<file path="src/rtl/muldiv_ctrl.sv">
// Iterative MULT/MULTU/DIV/DIVU sequencer that owns the HI/LO write port.
// Optional MULDIV_FAST_MULT_EN replaces the 32-step multiply loop with a single-cycle product.
module muldiv_ctrl #(
  parameter int WIDTH = 32,
  parameter int CNT_W = 5
) (
  input  logic                 clk,
  input  logic                 rst_n,
  input  logic                 start,
  input  logic [1:0]           op,
  input  logic [WIDTH-1:0]     src_a,
  input  logic [WIDTH-1:0]     src_b,
  input  logic                 flush,
  input  logic                 hilo_read,
  input  logic                 hilo_mt,
  output logic                 busy,
  output logic                 stall,
  output logic                 hilo_we,
  output logic [2*WIDTH-1:0]   hilo_wdata
);

  localparam logic [1:0] S_IDLE = 2'd0;
  localparam logic [1:0] S_CALC = 2'd1;
  localparam logic [1:0] S_FIX  = 2'd2;
  localparam logic [1:0] S_DONE = 2'd3;

  logic [1:0]         state;
  logic [CNT_W-1:0]   cnt;
  logic               op_div;
  logic               sign_a;
  logic               sign_b;
  logic               b_zero;
  logic [WIDTH-1:0]   a_mag;
  logic [WIDTH-1:0]   b_mag;
  logic [2*WIDTH-1:0] acc;

  logic               a_neg;
  logic               b_neg;
  logic [WIDTH-1:0]   in_a_mag;
  logic [WIDTH-1:0]   in_b_mag;

  logic [WIDTH:0]     mult_sum;
  logic [2*WIDTH-1:0] mult_next;
  logic [2*WIDTH:0]   div_shift;
  logic [WIDTH+1:0]   div_diff;
  logic [2*WIDTH-1:0] div_next;

  logic [WIDTH-1:0]   quot;
  logic [WIDTH-1:0]   rem;
  logic [WIDTH-1:0]   a_orig;
  logic [2*WIDTH-1:0] fix_result;

  assign busy    = (state != S_IDLE);
  assign hilo_we = (state == S_DONE);
  assign stall   = busy & (hilo_read | hilo_mt | start);

  // Magnitudes only for the signed ops (op[0]==0)
  assign a_neg    = ~op[0] & src_a[WIDTH-1];
  assign b_neg    = ~op[0] & src_b[WIDTH-1];
  assign in_a_mag = a_neg ? -src_a : src_a;
  assign in_b_mag = b_neg ? -src_b : src_b;

  assign mult_sum  = {1'b0, acc[2*WIDTH-1:WIDTH]} + (acc[0] ? {1'b0, a_mag} : '0);
  assign mult_next = {mult_sum, acc[WIDTH-1:1]};

  assign div_shift = {acc, 1'b0};
  assign div_diff  = {1'b0, div_shift[2*WIDTH:WIDTH]} - {2'b00, b_mag};
  assign div_next  = div_diff[WIDTH+1] ? div_shift[2*WIDTH-1:0]
                                       : {div_diff[WIDTH-1:0], div_shift[WIDTH-1:1], 1'b1};

  assign quot   = acc[WIDTH-1:0];
  assign rem    = acc[2*WIDTH-1:WIDTH];
  assign a_orig = sign_a ? -a_mag : a_mag;

  always_comb begin
    fix_result = '0;
    if (op_div) begin
      if (b_zero)
        fix_result = {a_orig, {WIDTH{1'b1}}};
      else
        fix_result = {(sign_a ? -rem : rem), ((sign_a ^ sign_b) ? -quot : quot)};
    end else begin
      fix_result = (sign_a ^ sign_b) ? -acc : acc;
    end
  end

`ifdef MULDIV_FAST_MULT_EN
  logic signed [2*WIDTH+1:0] fast_full;
  assign fast_full = $signed({{(WIDTH+2){1'b0}}, a_mag}) * $signed({{(WIDTH+2){1'b0}}, b_mag});
`endif

  always_ff @(posedge clk) begin
    if (!rst_n) begin
      state      <= S_IDLE;
      cnt        <= '0;
      op_div     <= 1'b0;
      sign_a     <= 1'b0;
      sign_b     <= 1'b0;
      b_zero     <= 1'b0;
      a_mag      <= '0;
      b_mag      <= '0;
      acc        <= '0;
      hilo_wdata <= '0;
    end else begin
      case (state)
        S_IDLE: begin
          if (start && !flush) begin
            op_div <= op[1];
            sign_a <= a_neg;
            sign_b <= b_neg;
            a_mag  <= in_a_mag;
            b_mag  <= in_b_mag;
            b_zero <= (src_b == '0);
            cnt    <= '0;
            acc    <= {{WIDTH{1'b0}}, (op[1] ? in_a_mag : in_b_mag)};
            state  <= S_CALC;
`ifdef MULDIV_FAST_MULT_EN
            if (!op[1])
              state <= S_FIX;
`endif
          end
        end
        S_CALC: begin
          if (flush) begin
            state <= S_IDLE;
          end else begin
            acc <= op_div ? div_next : mult_next;
            cnt <= cnt + 1'b1;
            if (cnt == CNT_W'(WIDTH - 1))
              state <= S_FIX;
          end
        end
        S_FIX: begin
          if (flush) begin
            state <= S_IDLE;
          end else begin
`ifdef MULDIV_FAST_MULT_EN
            // Fast multiply spends two FIX cycles: product capture (cnt==0), then sign fix.
            if (!op_div && cnt == '0) begin
              acc <= fast_full[2*WIDTH-1:0];
              cnt <= CNT_W'(1);
            end else begin
              hilo_wdata <= fix_result;
              state      <= S_DONE;
            end
`else
            hilo_wdata <= fix_result;
            state      <= S_DONE;
`endif
          end
        end
        default: state <= S_IDLE;
      endcase
    end
  end

endmodule
</file>
<file path="config.mk">
export PLATFORM = sky130hd
export DESIGN_NAME = muldiv_ctrl
export DESIGN_NICKNAME = d
export VERILOG_FILES = /design/src/rtl/muldiv_ctrl.sv
export SDC_FILE = /design/constraint.sdc
export NUM_CORES = 1
export LEC_CHECK = 0
export ABC_AREA = 1
export BUFFER_PORTS_ARGS = -buffer_cell sky130_fd_sc_hd__buf_2
export CORE_UTILIZATION = 30
export CTS_CLUSTER_DIAMETER = 100
export DETAILED_ROUTE_END_ITERATION = 16
export SYNTH_ARGS = -nofsm -noshare
export SYNTH_HDL_FRONTEND = slang
export SYNTH_SLANG_ARGS = --single-unit
export TNS_END_PERCENT = 1
</file>
<file path="constraint.sdc">
create_clock -name clk -period 3.2 [get_ports clk]
set_input_delay 0.64 -clock clk [delete_from_list [all_inputs] [get_ports clk]]
set_output_delay 0.64 -clock clk [all_outputs]
set_load 0.1 [all_outputs]
</file>
# Word level (Yosys, flattened, before mapping)
# Cells that the tools add are included.
[classes]
add_sub_neg = 9
n_eq_ne = 7
mux = 23
bitwise_logic = 8
reduce_logical = 10
[ops]
columns = ["operator", "n"]
rows = [
  ["64-bit 2-to-1 mux", 7],
  ["32-bit 2-to-1 mux", 7],
  ["32-bit negation", 5],
  ["64-bit one-hot mux with 2 select lines", 1],
  ["64-bit negation", 1],
  ["33-bit by 32-bit subtractor with 34-bit output", 1],
  ["32-bit by 32-bit adder with 33-bit output", 1],
  ["32-bit logical NOT", 1],
  ["5-bit 2-to-1 mux", 2],
  ["5-bit one-hot mux with 2 select lines", 1],
  ["2-bit 2-to-1 mux", 4],
  ["2-bit one-hot mux with 3 select lines", 1],
  ["2-bit AND reduction", 3],
  ["5-bit by 1-bit adder with 5-bit output (second input constant)", 1],
  ["5-bit == test (second input constant)", 1],
  ["2-bit == test (second input constant)", 2],
  ["2-bit != test (second input constant)", 2],
  ["2-bit nonzero test", 2],
  ["1-bit AND", 3],
  ["3-bit != test (second input constant)", 1],
  ["3-bit AND reduction", 1],
  ["2-bit by 1-bit == test with 1-bit output (second input constant)", 1],
  ["2-bit logical NOT", 1],
  ["1-bit inverter", 2],
  ["other kinds (4)", 5],
]
[totals]
ff_bits = 203
in_bits = 72
out_inout_bits = 67
elab_cells = 67

# Logic depth before layout (Yosys ltp)
# Gate-level depths: netlist of run 1.
[depth]
depth_word = 6
ltp_mapped = 20
mapped_depth_nobuf = 19

# Worst setup path after synthesis of run 1
# No wires, ideal clock.
[synth_path]
path_type = "input-to-output"
start = "input port start"
end = "output port stall"
arrival_ns = 2.197
t_required_ns = 2.560
slack_ns = 0.363
stages = 2
n_path_buf = 0
cell_sequence = "inv_1 > a21oi_1"
[synth_between]
elab_chain_len = 2
[synth_lines]
columns = ["item", "line", "text"]
rows = [
  ["start: declaration", "9", "input logic start,"],
  ["1-bit bitwise OR", "55", "assign stall = busy & (hilo_read | hilo_mt | start);"],
  ["1-bit AND", "55", ""],
  ["end: declaration", "17", "output logic stall,"],
]
# Every way passes these cells.

# Worst setup path in the final report of run 1
[layout_path]
start = "register acc[0]"
end = "register acc[46]"
[layout_between]
elab_chain_len = 5
[layout_lines]
columns = ["item", "line", "text"]
rows = [
  ["start: declaration", "35", "logic [2*WIDTH-1:0] acc;"],
  ["start signal: assignment", "115", "acc <= {{WIDTH{1'b0}}, (op[1] ? in_a_mag : in_b_mag)};"],
  ["start signal: assignment", "127", "acc <= op_div ? div_next : mult_next;"],
  ["32-bit 2-to-1 mux", "63", "assign mult_sum = {1'b0, acc[2*WIDTH-1:WIDTH]} + (acc[0] ? {1'b0, a_mag} : '0);"],
  ["32-bit by 32-bit adder with 33-bit output", "63", ""],
  ["64-bit 2-to-1 mux", "127", ""],
  ["64-bit 2-to-1 mux", "124", "if (flush) begin"],
  ["64-bit one-hot mux with 2 select lines", "105", "case (state)"],
]
# Every way passes these cells. The select of a mux whose other input is x is not followed.
# A chain may end at the register's enable or synchronous reset.

==> results of run 1 <==
==> worst paths after layout <==
| path | endpoint | from | slack (ps) |
|---|---|---|---|
| min | a_mag[27]$_SDFFE_PN0P_ | src_a[27] | 400 |
| max reg2reg | acc[46]$_SDFFE_PN0P_ | acc[0]$_SDFFE_PN0P_ | 380 |
| min reg2reg | cnt[4]$_SDFFE_PN0P_ | cnt[4]$_SDFFE_PN0P_ | 480 |
| max | acc[46]$_SDFFE_PN0P_ | acc[0]$_SDFFE_PN0P_ | 380 |
==> area by class of cell <==
cell class                 count  share of cell area, %
inverter                     524                   8.83
antenna                        1                 0.0112
tap                          855                   4.80
multi-input combinational   2600                   58.2
clock buffer                  36                   3.22
sequential                   203                   18.3
timing repair buffer         223                   6.08
clock inverter                11                  0.534
==> cell families after synthesis <==
group	after synthesis
XOR/XNOR	83
AND/OR/NAND/NOR	1773
AO/OA/AOI/OAI	671
adder cells (fa/ha/maj)	73
flip-flops	203
buffers and inverters	658
==> synthesized netlist by cell type (7+ instances only) <==
cell type    n  area share (%)
nor2_1     328             6.3
nor2_4       8            0.46
a21oi_1    242             6.2
a31oi_1     33             1.1
o21ai_0    268             6.8
nand3_2      8            0.41
nand2_2     12            0.38
nor3_1      37            0.95
o21a_1      17            0.65
inv_2        9            0.17
o221ai_1    13            0.58
clkbuf_1    82             1.6
or2_2       14            0.45
nand2_1    933              18
xnor2_1      7            0.31
buf_2       31            0.79
inv_1      513             9.8
nand3_1    336             8.6
ha_1        71             4.5
and2_1       7            0.22
o211ai_1    25            0.96
o21bai_1     9            0.34
nand4_1     46             1.5
nor2_2      17            0.54
o22ai_1     30            0.96
o21ai_1     10            0.26
dfxtp_1    203              21
nand3b_1    10            0.38
xor2_1      76             3.4
buf_1       15            0.29
==> power by group through the flow <==
stage          combinational (mW)  clock, mW  sequential (mW)
2_1_floorplan                1.79          0             2.85
3_3_place_gp                 2.71          0             2.84
3_5_place_dp                 2.71          0             2.84
4_1_cts                      2.73       2.94             2.79
5_1_grt                      3.04       3.04             2.80
6_report                     2.79       2.93             2.79
==> registers in the layout, summed over array words and instances (netlist names) <==
signal / cells
b_zero: 1
sign_b: 1
a_mag: 32
acc: 64
hilo_wdata: 64
sign_a: 1
op_div: 1
b_mag: 32
state: 2
cnt: 5
==> through the flow <==
step                instances  total power, mW  hold slack, ps  area (um2)
detailed placement       4405             5.55             469       21400
floorplan                3461             4.63             435       19600
global route             4452             8.88             419       22300
finish                   4453             8.51             404       22300
global placement         4405             5.55             460       21400
CTS                      4452             8.45             383       22300
==> routing by layer <==
layer	vias to the layer above	GRT usage (%)	part of all wire, %
met2	997	38.5	43
met1	10600	34.6	44
met4	4	7.38	3.4
met5	-	0	0.024
li1	11500	-	-
met3	135	5.43	9.2
==> worst max-delay path: stages, from the launching register on <==
cell and delay [ps]:
dfxtp_1 510, buf_4 360, nand2_1 90, inv_1 60
ha_1 280, a21oi_1 260, o21ai_0 200, a21oi_1 150
nand2_1 180, or2_2 320, nand3_1 70, nand3_1 80
nand2_1 60, a21oi_1 70
==> flow_summary.toml, run 1 <==
[outcome]
status = "finished clean"

[logic_synthesis]
synth_top_family_by_area = "simple AND/OR/NAND/NOR gates"
yosys.area_share.xor_xnor_pct = 3.71
yosysWarnings = 0
syn_avg_cell_area_um2 = 5.66
syn_area_um2 = 19600
syn-num-nets = 3606
async_flop_share_pct = 0
synthAdderAreaFrac_pct = 4.74
synth_compound_area_share_pct = 18.9
postSynthCellCount = 3461
synth_flop_cell = "dfxtp_1"
synthMuxAreaShare_pct = 0
synth-simple-area-share_pct = 38.8
yosysSeqAreaShare_pct = 20.8
synth.distinct_cells = 58
ys_ff_latch = 203
synth-edff-count = 0

[power]
clock_power_share_pct = 34.4
combPwrFrac_pct = 32.8
intPower_mw = 5.08
powerDensity_nw_per_um2 = 382
power_switching_mw = 3.43
swShare_pct = 40.3
p_seq_share_pct = 32.8
p_leak_nw = 11.2
vdd_drop_max_mv = 0.394

[sta]
setup_viol = 0
slew_viol_final = 0
timing.final.hold_violations = 0
rsz0062_at_grt = "no"
fmax_mhz = 354
finalSetupTns_ps = 0
skew_ps = 12.6
fin_crit_ps = 2820
slew_headroom_pct = 26.4
period_share_pct = 88.2
postLayoutSetupSlackWorst_ps = 377
worst_slew_pin_slew_ps = 1100

[global_route]
grt_max_degree = 64
overflow = 0
grt_pass1_vias = 20900
grtUsageTotal_pct = 25.0
grt_pass1_wl_um = 128000
antenna_found_initial = 3

[floorplanning]
rows = 93
die_x_um = 258
start_util_pct = 30.4
die_y_um = 258
coreArea_um2 = 64500
die_area_um2 = 66300
io_pins = 139

[place]
dp_slack_ps = 407
place.gp.congestion = 1.01
portBuffers = 138
dpl.hpwl_um = 70000

[cells_and_area]
final_util_pct = 34.6
nets = 3723
register_area_um2 = 4070
area_delta_synth_final_pct = 13.8
layout_common_cells = "nand2_1, inv_1, nand3_1, nor2_1, o21ai_0"
multi_input_area_um2 = 13000
nFillCells = 7337
layout_commonest_cell = "nand2_1"
drive_above_1_share_pct = 9.79

[routing]
detail_route.first_pass.iterations = 6
via_per_inst = 5.22
ant_nets = 0
drt_wl_total_um = 85900
drc = 0
drt_iter0_drc = 2548
num_vias = 23200
drt-wirelength-per-cell_um = 19.3

[setup_path]
cp.arrival_ps = 3260
endpoint_kind = "flip-flop"
crit_path_start_kind = "flip-flop"
r2r_cells = 13
crit_required_ps = 3640
path_max_fanout = 25
path_class = "reg -> reg"

[min_path]
holdPathStages = 3
hold_class = "in -> reg"

[clocking]
holdBufCountCts = 0
ctsResizeCount = 0
cts_inserted_buffers = 26
post-cts-setup-buffers = 0
htree_levels = 1
cts.sinks = 203
clockBufferDepth = 3
cts-root-buf = "clkbuf_16"
cts_tree = "done"
cts.clk_slew.worst_paths_ps = 60
clk_latency_ps = 580

[run]
drv_cap = 0
Power figures use the tool's default switching activity.
==> run 2, diff against run 1 <==
Settings changed: CORE_ASPECT_RATIO set to 0.75.
==> run 2 against run 1 <==
Critical path depth rose by 3; largest cell class unchanged; total power rose by 2.1%; via count rose by 4.4%.
==> flow_summary.toml, run 2 (synthesis gave the netlist of run 1 again) <==
[outcome]
status = "finished clean"

[clocking]
holdBufCountCts = 0
cts-root-buf = "clkbuf_16"
htree_levels = 1
cts.clk_slew.worst_paths_ps = 60
cts.sinks = 203
clk_latency_ps = 590
cts_inserted_buffers = 25
clockBufferDepth = 3
cts_tree = "done"

[sta]
timing.final.hold_violations = 0
fin_crit_ps = 3030
skew_ps = 17.7
fmax_mhz = 330
rsz0062_at_grt = "no"
period_share_pct = 94.6
setup_viol = 0
slew_headroom_pct = 41.5
slew_viol_final = 0
finalSetupTns_ps = 0
worst_slew_pin_slew_ps = 868

[global_route]
grtUsageTotal_pct = 27.7
antenna_found_initial = 2
overflow = 0
grt_pass1_wl_um = 139000
grt_pass1_vias = 21000
grt_max_degree = 65

[routing]
drt-wirelength-per-cell_um = 21.3
drc = 0
drt_wl_total_um = 94800
drt_iter0_drc = 3741
ant_nets = 0
detail_route.first_pass.iterations = 6
via_per_inst = 5.43
num_vias = 24300

[power]
vdd_drop_max_mv = 0.403
p_leak_nw = 11.3
power_mw = 8.69
powerDensity_nw_per_um2 = 389

[setup_path]
crit_path_start_kind = "flip-flop"
crit_required_ps = 3710
endpoint_kind = "flip-flop"
cp.arrival_ps = 3540
reg2reg_slack_ps = 170
path_max_fanout = 27
path_class = "reg -> reg"

[cells_and_area]
layout_common_cells = "nand2_1, inv_1, nand3_1, nor2_1, o21ai_0"
nets = 3732
area_delta_synth_final_pct = 14.1
layout_commonest_cell = "nand2_1"
diodes = 0
drive_above_1_share_pct = 9.97
final_cell_area_um2 = 22300
reg_top3 = "acc: 64 flops, hilo_wdata: 64 flops"

[floorplanning]
io_pins = 139
start_util_pct = 30.6
die_x_um = 297
die_y_um = 223
rows = 80
coreArea_um2 = 64100
die_area_um2 = 66300

[place]
place.gp.congestion = 1.08
placed_area_um2 = 21500
dpl.hpwl_um = 77200
portBuffers = 138

[run]
drv_cap = 0

[min_path]
hold_class = "in -> reg"
run 2: cell types whose count changed in the layout (fill, tap and decap cells not counted), sizes merged:
| cell | delta |
|---|---|
| inv | +2 |
| clkbuf | -2 |
| buf | +10 |
| clkinv | -3 |
| diode | -1 |
| clkinvlp | -3 |
run 2: area by class of cell:
cell class                      count  area [um2]
Clock buffer                       34         721
Clock inverter                      7        83.8
Fill cell                        7260       41700
Inverter                          524        1970
Multi-Input combinational cell   2600       13000
Sequential cell                   203        4070
Tap cell                          861        1080
Timing Repair Buffer              233        1440
run 2: critical path, stage by stage, from the launching register on:
cell and delay, ps:
dfxtp_2 380, buf_12 180, nand2_1 100, inv_1 60, ha_1 430, nand2_1 150, nor2_1 160, inv_1 110
nor2_1 350, nand4_1 330, nand3_1 180, nand2_1 60, nand3_1 70, nand2_1 50, inv_1 140, nand2_1 70
a21oi_1 110
run 2: timing repair:
action	4_1_cts	5_1_grt
setup buffers	0	0
gates resized for setup	0	1
endpoints found under the setup margin	0	1
run 2: path summary, 6_finish.rpt:
kind                            end           startpoint  cells past startpoint
max            acc[50]$_SDFFE_PN0P_  acc[0]$_SDFFE_PN0P_                     16
min          a_mag[26]$_SDFFE_PN0P_            src_a[26]                      3
max reg2reg    acc[50]$_SDFFE_PN0P_  acc[0]$_SDFFE_PN0P_                     16
min reg2reg     cnt[4]$_SDFFE_PN0P_  cnt[4]$_SDFFE_PN0P_                      2
run 2: metrics by stage:
stage	hold WS (ps)	util, %	setup slack (ps)	std cells
finish	387	34.9	174	4462
global route	403	34.9	29.0	4462
CTS	360	34.9	236	4462
detailed placement	464	33.6	265	4421
global placement	461	33.6	175	4421
floorplan	435	-	363	3461
run 2: power by group:
part | switching (mW) | internal [mW] | total, mW
registers | 0.154 | 2.64 | 2.80
clock network | 1.29 | 1.66 | 2.95
logic | 2.15 | 0.787 | 2.94
run 2: layer usage:
metal / global-route usage, % / share of wire, % / vias up
met1: 44.4 / 48 / 11200
met5: 0 / 0.023 / -
met4: 4.51 / 1.7 / 4
met3: 7.68 / 15 / 109
li1: - / - / 11500
met2: 35.4 / 36 / 1510
